`config.mk`:
```
export PLATFORM = sky130hd
export DESIGN_NAME = conv_frame_collector
export DESIGN_NICKNAME = d
export VERILOG_FILES = /design/src/rtl/conv_pkg.sv /design/src/rtl/sync_fifo.sv /design/src/rtl/conv_frame_collector.sv
export SDC_FILE = /design/constraint.sdc
export NUM_CORES = 1
export LEC_CHECK = 0
export BUFFER_PORTS_ARGS = -buffer_cell sky130_fd_sc_hd__buf_2
export CORE_MARGIN = 2
export CORE_UTILIZATION = 60
export DETAILED_ROUTE_END_ITERATION = 8
export GPL_TIMING_DRIVEN = 1
export PLACE_DENSITY = 0.77
export SYNTH_ARGS = -nofsm -noshare
export SYNTH_HDL_FRONTEND = slang
export SYNTH_HIERARCHICAL = 1
export SYNTH_SLANG_ARGS = --single-unit
```
`constraint.sdc`:
```
create_clock -name clk -period 6.5 [get_ports clk]
set_clock_uncertainty 0.1 [all_clocks]
set_input_delay 0.325 -clock clk [delete_from_list [all_inputs] [get_ports clk]]
set_output_delay 0.325 -clock clk [all_outputs]
set_load 0.02 [all_outputs]
```
`src/rtl/conv_pkg.sv`:
```
// conv_pkg: shared types and constants for the conv output collector.
// Holds the collector state encoding and the kept-pixel count helper.
package conv_pkg;

  typedef enum logic [2:0] {
    IDLE,
    WARMUP,
    CAPTURE,
    DRAIN,
    DONE
  } collector_state_t;

  localparam int WORD_SIZE_DEF = 8;
  localparam int ROW_SIZE_DEF  = 540;
  localparam int NUM_ROWS_DEF  = 360;

  // Valid 3x3 windows per frame: edge columns and rows are dropped.
  function automatic int kept_pixels(
    input int row_size,
    input int num_rows
  );
    return (row_size - 2) * (num_rows - 2);
  endfunction

endpackage

```
`src/rtl/sync_fifo.sv`:
```
// sync_fifo: single-clock show-ahead FIFO, DEPTH a power of two >= 2.
// A push into a full FIFO is refused unless a pop happens the same cycle.
module sync_fifo #(
  parameter int WIDTH = 8,
  parameter int DEPTH = 8
) (
  input  logic             clk,
  input  logic             rst_n,
  input  logic             push,
  input  logic             pop,
  input  logic [WIDTH-1:0] din,
  output logic [WIDTH-1:0] dout,
  output logic             full,
  output logic             empty
);

  localparam int PW = $clog2(DEPTH);

  logic [WIDTH-1:0] mem [DEPTH];
  logic [PW:0]      wr_ptr;
  logic [PW:0]      rd_ptr;
  logic             do_push;
  logic             do_pop;

  assign empty = (wr_ptr == rd_ptr);
  assign full  = (wr_ptr[PW] != rd_ptr[PW]) &&
                 (wr_ptr[PW-1:0] == rd_ptr[PW-1:0]);

  assign do_pop  = pop && !empty;
  assign do_push = push && (!full || do_pop);

  assign dout = mem[rd_ptr[PW-1:0]];

  always_ff @(posedge clk or negedge rst_n) begin
    if (!rst_n) begin
      wr_ptr <= '0;
      rd_ptr <= '0;
    end else begin
      if (do_push) wr_ptr <= wr_ptr + (PW+1)'(1);
      if (do_pop)  rd_ptr <= rd_ptr + (PW+1)'(1);
    end
  end

  always_ff @(posedge clk or negedge rst_n) begin
    if (!rst_n) begin
      for (int i = 0; i < DEPTH; i++) mem[i] <= '0;
    end else if (do_push) begin
      mem[wr_ptr[PW-1:0]] <= din;
    end
  end

endmodule

```
`src/rtl/conv_frame_collector.sv`:
```
// conv_frame_collector: aligns the conv output stream, drops edge windows and
// writes raster-order pixels through a FIFO. Stats: CONV_COLLECT_STATS_EN.
module conv_frame_collector
  import conv_pkg::*;
#(
  parameter int WORD_SIZE       = WORD_SIZE_DEF,
  parameter int ROW_SIZE        = ROW_SIZE_DEF,
  parameter int NUM_ROWS        = NUM_ROWS_DEF,
  parameter int FIRST_OUT_DELAY = 2*ROW_SIZE+6,
  parameter int FIFO_DEPTH      = 8,
  parameter int ADDR_W          =
    $clog2(kept_pixels(ROW_SIZE, NUM_ROWS))
) (
  input  logic                 clk,
  input  logic                 rst_n,
  input  logic                 frame_start,
  input  logic [WORD_SIZE-1:0] pix_in,
  output logic                 wr_valid,
  input  logic                 wr_ready,
  output logic [ADDR_W-1:0]    wr_addr,
  output logic [WORD_SIZE-1:0] wr_data,
  output logic                 busy,
  output logic                 frame_done,
`ifdef CONV_COLLECT_STATS_EN
  output logic                 overflow,
  output logic [ADDR_W:0]      sat_count,
  output logic [ADDR_W:0]      zero_count
`else
  output logic                 overflow
`endif
);

  localparam int DLY_W = $clog2(FIRST_OUT_DELAY + 1);
  localparam int COL_W = $clog2(ROW_SIZE);
  localparam int ROW_W = $clog2(NUM_ROWS);
  localparam int FW    = ADDR_W + WORD_SIZE;

  localparam logic [DLY_W-1:0] DLY_LOAD =
    DLY_W'(FIRST_OUT_DELAY - 1);
  localparam logic [COL_W-1:0] KEEP_MAX = COL_W'(ROW_SIZE - 3);
  localparam logic [COL_W-1:0] COL_MAX  = COL_W'(ROW_SIZE - 1);
  localparam logic [ROW_W-1:0] ROW_MAX  = ROW_W'(NUM_ROWS - 3);

  collector_state_t state;
  collector_state_t state_n;

  logic [DLY_W-1:0]     dly;
  logic [COL_W-1:0]     col;
  logic [ROW_W-1:0]     row;
  logic [ADDR_W-1:0]    addr;
  logic [WORD_SIZE-1:0] pix_q;

  logic start;
  logic keep;
  logic last_pos;
  logic drop;

  logic          fifo_pop;
  logic          fifo_full;
  logic          fifo_empty;
  logic [FW-1:0] fifo_din;
  logic [FW-1:0] fifo_dout;

  assign start    = (state == IDLE) && frame_start;
  assign keep     = (state == CAPTURE) && (col <= KEEP_MAX);
  assign last_pos = (state == CAPTURE) &&
                    (row == ROW_MAX) && (col == COL_MAX);
  assign fifo_pop = wr_ready && !fifo_empty;
  assign drop     = keep && fifo_full && !fifo_pop;
  assign fifo_din = {addr, pix_q};

  always_ff @(posedge clk or negedge rst_n) begin
    if (!rst_n) state <= IDLE;
    else        state <= state_n;
  end

  always_comb begin
    state_n = state;
    unique case (state)
      IDLE:    if (frame_start) state_n = WARMUP;
      WARMUP:  if (dly == '0)   state_n = CAPTURE;
      CAPTURE: if (last_pos)    state_n = DRAIN;
      DRAIN:   if (fifo_empty)  state_n = DONE;
      DONE:    state_n = IDLE;
      default: state_n = IDLE;
    endcase
  end

  // pix_in is registered so the window arriving FIRST_OUT_DELAY cycles
  // after frame_start is the one seen in the first CAPTURE cycle.
  always_ff @(posedge clk or negedge rst_n) begin
    if (!rst_n) begin
      dly      <= '0;
      col      <= '0;
      row      <= '0;
      addr     <= '0;
      pix_q    <= '0;
      overflow <= 1'b0;
    end else begin
      pix_q <= pix_in;
      unique case (1'b1)
        start: begin
          dly      <= DLY_LOAD;
          col      <= '0;
          row      <= '0;
          addr     <= '0;
          overflow <= 1'b0;
        end
        (state == WARMUP): begin
          if (dly != '0) dly <= dly - DLY_W'(1);
        end
        (state == CAPTURE): begin
          if (col == COL_MAX) begin
            col <= '0;
            row <= row + ROW_W'(1);
          end else begin
            col <= col + COL_W'(1);
          end
          if (keep) addr <= addr + ADDR_W'(1);
          if (drop) overflow <= 1'b1;
        end
        default: ;
      endcase
    end
  end

`ifdef CONV_COLLECT_STATS_EN
  localparam logic [WORD_SIZE-1:0] PIX_SAT = '1;

  always_ff @(posedge clk or negedge rst_n) begin
    if (!rst_n) begin
      sat_count  <= '0;
      zero_count <= '0;
    end else if (start) begin
      sat_count  <= '0;
      zero_count <= '0;
    end else if (keep) begin
      if (pix_q == PIX_SAT)
        sat_count <= sat_count + (ADDR_W+1)'(1);
      if (pix_q == '0)
        zero_count <= zero_count + (ADDR_W+1)'(1);
    end
  end
`endif

  sync_fifo #(
    .WIDTH (FW),
    .DEPTH (FIFO_DEPTH)
  ) u_fifo (
    .clk   (clk),
    .rst_n (rst_n),
    .push  (keep),
    .pop   (fifo_pop),
    .din   (fifo_din),
    .dout  (fifo_dout),
    .full  (fifo_full),
    .empty (fifo_empty)
  );

  assign wr_valid   = !fifo_empty;
  assign wr_addr    = fifo_empty ? '0 : fifo_dout[FW-1:WORD_SIZE];
  assign wr_data    = fifo_empty ? '0 : fifo_dout[WORD_SIZE-1:0];
  assign busy       = (state != IDLE);
  assign frame_done = (state == DONE);

endmodule

```
==> flow_summary.toml <==
[synth]
syn_nets = 957
synth_ff_type = "dfrtp_1"
syn_inst = 935
synth-simple-area-share_pct = 8.97
syn_area_um2 = 13300
ys_seq_area_share_pct = 52.1
yosysWarnings = 6
synth_top_family_by_area = "multiplexers"
synth_edf_count = 0
synth_compound_area_share_pct = 4.12
synth_mux_area_share_pct = 30.0
yosys_register_bits = 276
synth-xor-area-share_pct = 1.00
synthDistinctLibCells = 66
synthArstFlopShare_pct = 100
avgSynthCellArea_um2 = 14.2
synthAdderAreaFrac_pct = 0.943

[critical_path]
arrival_ns = 4.02
worstPathRequired_ns = 6.81
crit_fanout = 33
r2r-end = "u_fifo/mem[37]"
crit_end = "u_fifo/mem[37]"
reg2reg_depth = 8
worstSetupEndpointType = "flop"
r2r-start = "col[6]"
rrSetupSlack_ns = 2.79
path_class = "flop to flop"
worst_setup_path_start_kind = "flop"
critPathLaunch = "col[6]"

[global_routing]
antenna_found_initial = 0
grt_pass1_wl_um = 44600
grt-ovfl-total = 0
grt_pass1_vias = 8294
grt_usage_pct = 23.5
grt_max_degree = 193

[min_path]
hold_path_class = "input port to flop"

[route]
remaining_drc_errors = 0
routed-via-count = 7859
drt-pass1-iter-count = 4
wire_per_inst_um = 20.9
antenna_left = 0
drt-initial-drc-count = 488
via_per_inst = 6.16
routed_wl_um = 26600

[final_layout]
layout_common_cells = "dfrtp_1, mux2_2, mux4_2"
areaGrowthSynthToFinish_pct = 10.4
final_cells = 1275
final_common_cell = "dfrtp_1"
drive_above_1_share_pct = 40.5
nets = 997
antenna_cells = 0

[sta]
finalCriticalPeriod_ns = 3.71
hold_violations = 0
rsz0062_at_grt = "no"
slew_headroom_pct = 28.3
setup_tns_ns = 0
drv_slew = 0
setup_viol = 0
fmax_ghz = 0.270
period_share_pct = 57.0
tightest_slew_ns = 1.08

[power_and_ir_drop]
power_density_nw_per_um2 = 475
p_leak_nw = 6.70
vdd_ir_drop_max_mv = 0.279

[placement]
dpl.hpwl_um = 15300
port_buffers = 41
placed_cells = 1215
gp_congestion = 0.788

[clocking]
htreeDepth = 1
cts_hold_buf = 9
cts-buffers-inserted = 29
cts_tree = "done"
path_clk_slew_ns = 0.06
post_cts_resized = 0
post-cts-setup-buffers = 0
clock_path_buffers = 3
clock-sinks = 276
clock_latency_ns = 0.54
root_buffer = "clkbuf_16"

[flow_run]
cap_violations = 0

[floorplan]
die-area_um2 = 23300
dieHeight_um = 153
die_w_um = 153
start_util_pct = 61.0
core_um2 = 21800
rows = 54
pin_count = 42

[status]
outcome = "completed"
Yosys cell counts, types with 3 or more instances:
| cell type | n | area, µm² |
|---|---|---|
| nand3_1 | 23 | 115 |
| o31ai_1 | 19 | 143 |
| and4_1 | 4 | 35.0 |
| mux2i_1 | 7 | 70.1 |
| xor2_1 | 5 | 43.8 |
| a31oi_1 | 8 | 50.1 |
| ha_1 | 10 | 125 |
| a21o_1 | 3 | 22.5 |
| and2_1 | 3 | 18.8 |
| nand4_1 | 7 | 43.8 |
| mux2_2 | 214 | 2410 |
| or4_1 | 16 | 120 |
| mux2_4 | 20 | 300 |
| nand2_2 | 3 | 18.8 |
| buf_6 | 8 | 90.1 |
| mux4_2 | 52 | 1170 |
| nor2_1 | 17 | 63.8 |
| nor3b_1 | 5 | 37.5 |
| or3_1 | 8 | 50.1 |
| a21oi_1 | 26 | 130 |
| nand2b_1 | 6 | 37.5 |
| clkbuf_1 | 21 | 78.8 |
| and3_1 | 5 | 31.3 |
| o21ai_0 | 17 | 85.1 |
| o211ai_1 | 3 | 22.5 |
| nand2_1 | 30 | 113 |
| inv_1 | 13 | 48.8 |
| buf_1 | 4 | 15.0 |
| buf_4 | 6 | 45.0 |
| buf_2 | 11 | 55.1 |
| nor2b_1 | 30 | 188 |
| dfrtp_1 | 276 | 6910 |
| nor4_1 | 6 | 37.5 |
| nor3_1 | 10 | 50.1 |
per-stage QoR:
step	area (µm²)	hold slack, ns	setup WS, ns	total power (W)	utilization [%]
2_1_floorplan	13300	-0.0706	3.42	0.00469	-
3_3_place_gp	13600	0.269	2.86	0.00524	62.6
3_5_place_dp	13600	0.261	2.80	0.00533	62.6
4_1_cts	14600	0.0998	2.78	0.00701	67.3
5_1_grt	14600	0.123	2.57	0.00737	67.3
6_report	14600	0.124	2.79	0.00696	67.3
state kept, by name (all words and copies together), names as in the netlist:
name / cells
state: 3
overflow: 1
col: 10
dly: 11
pix_q: 8
u_fifo/rd_ptr: 4
u_fifo/mem: 208
addr: 18
u_fifo/wr_ptr: 4
row: 9
metal layers:
metal	up-vias	global-route usage [%]	part of all wire (%)
met5	-	0	0
met4	0	6.44	2.1
met3	43	3.10	4.3
met2	149	37.8	49
met1	4063	34.3	45
li1	3604	-	-
critical path, cell delays in order (launching register included):
cell     delay (ns)
dfrtp_1        0.43
or4_4          0.57
a221o_1        0.35
buf_4          0.24
inv_1          0.21
nand2_1        0.24
nor4b_4        0.61
buf_4          0.43
mux2_2         0.38
final cells by class:
type | instances | area [µm²]
Inverter | 13 | 48.8
Timing Repair Buffer | 62 | 408
Clock buffer | 40 | 797
Multi-Input combinational cell | 593 | 5990
Clock inverter | 11 | 144
Tap cell | 280 | 350
Sequential cell | 276 | 6910
Fill cell | 1511 | 7110
worst min-delay path by stage:
stage,startpoint,end,slack [ns],depth (start not counted)
2_1_floorplan,rst_n,addr[0],-0.07,0
3_3_place_gp,rst_n,pix_q[1],0.27,1
3_5_place_dp,rst_n,u_fifo/mem[183],0.26,1
4_1_cts,frame_start,dly[8],0.1,3
5_1_grt,frame_start,dly[8],0.12,3
6_report,frame_start,dly[8],0.12,3
cells by family after synthesis:
logic type,Yosys count
buffers and inverters,66
multiplexers,295
XOR/XNOR,10
AND/OR/NAND/NOR,191
flip-flops,276
AO/OA/AOI/OAI,87
adder cells (fa/ha/maj),10
power breakdown:
part / switching, W / internal, W
Sequential: 0.000584 / 0.00232
Clock: 0.000667 / 0.000973
Combinational: 0.00113 / 0.00128
Total: 0.00238 / 0.00458
Power figures use the tool's default switching activity.
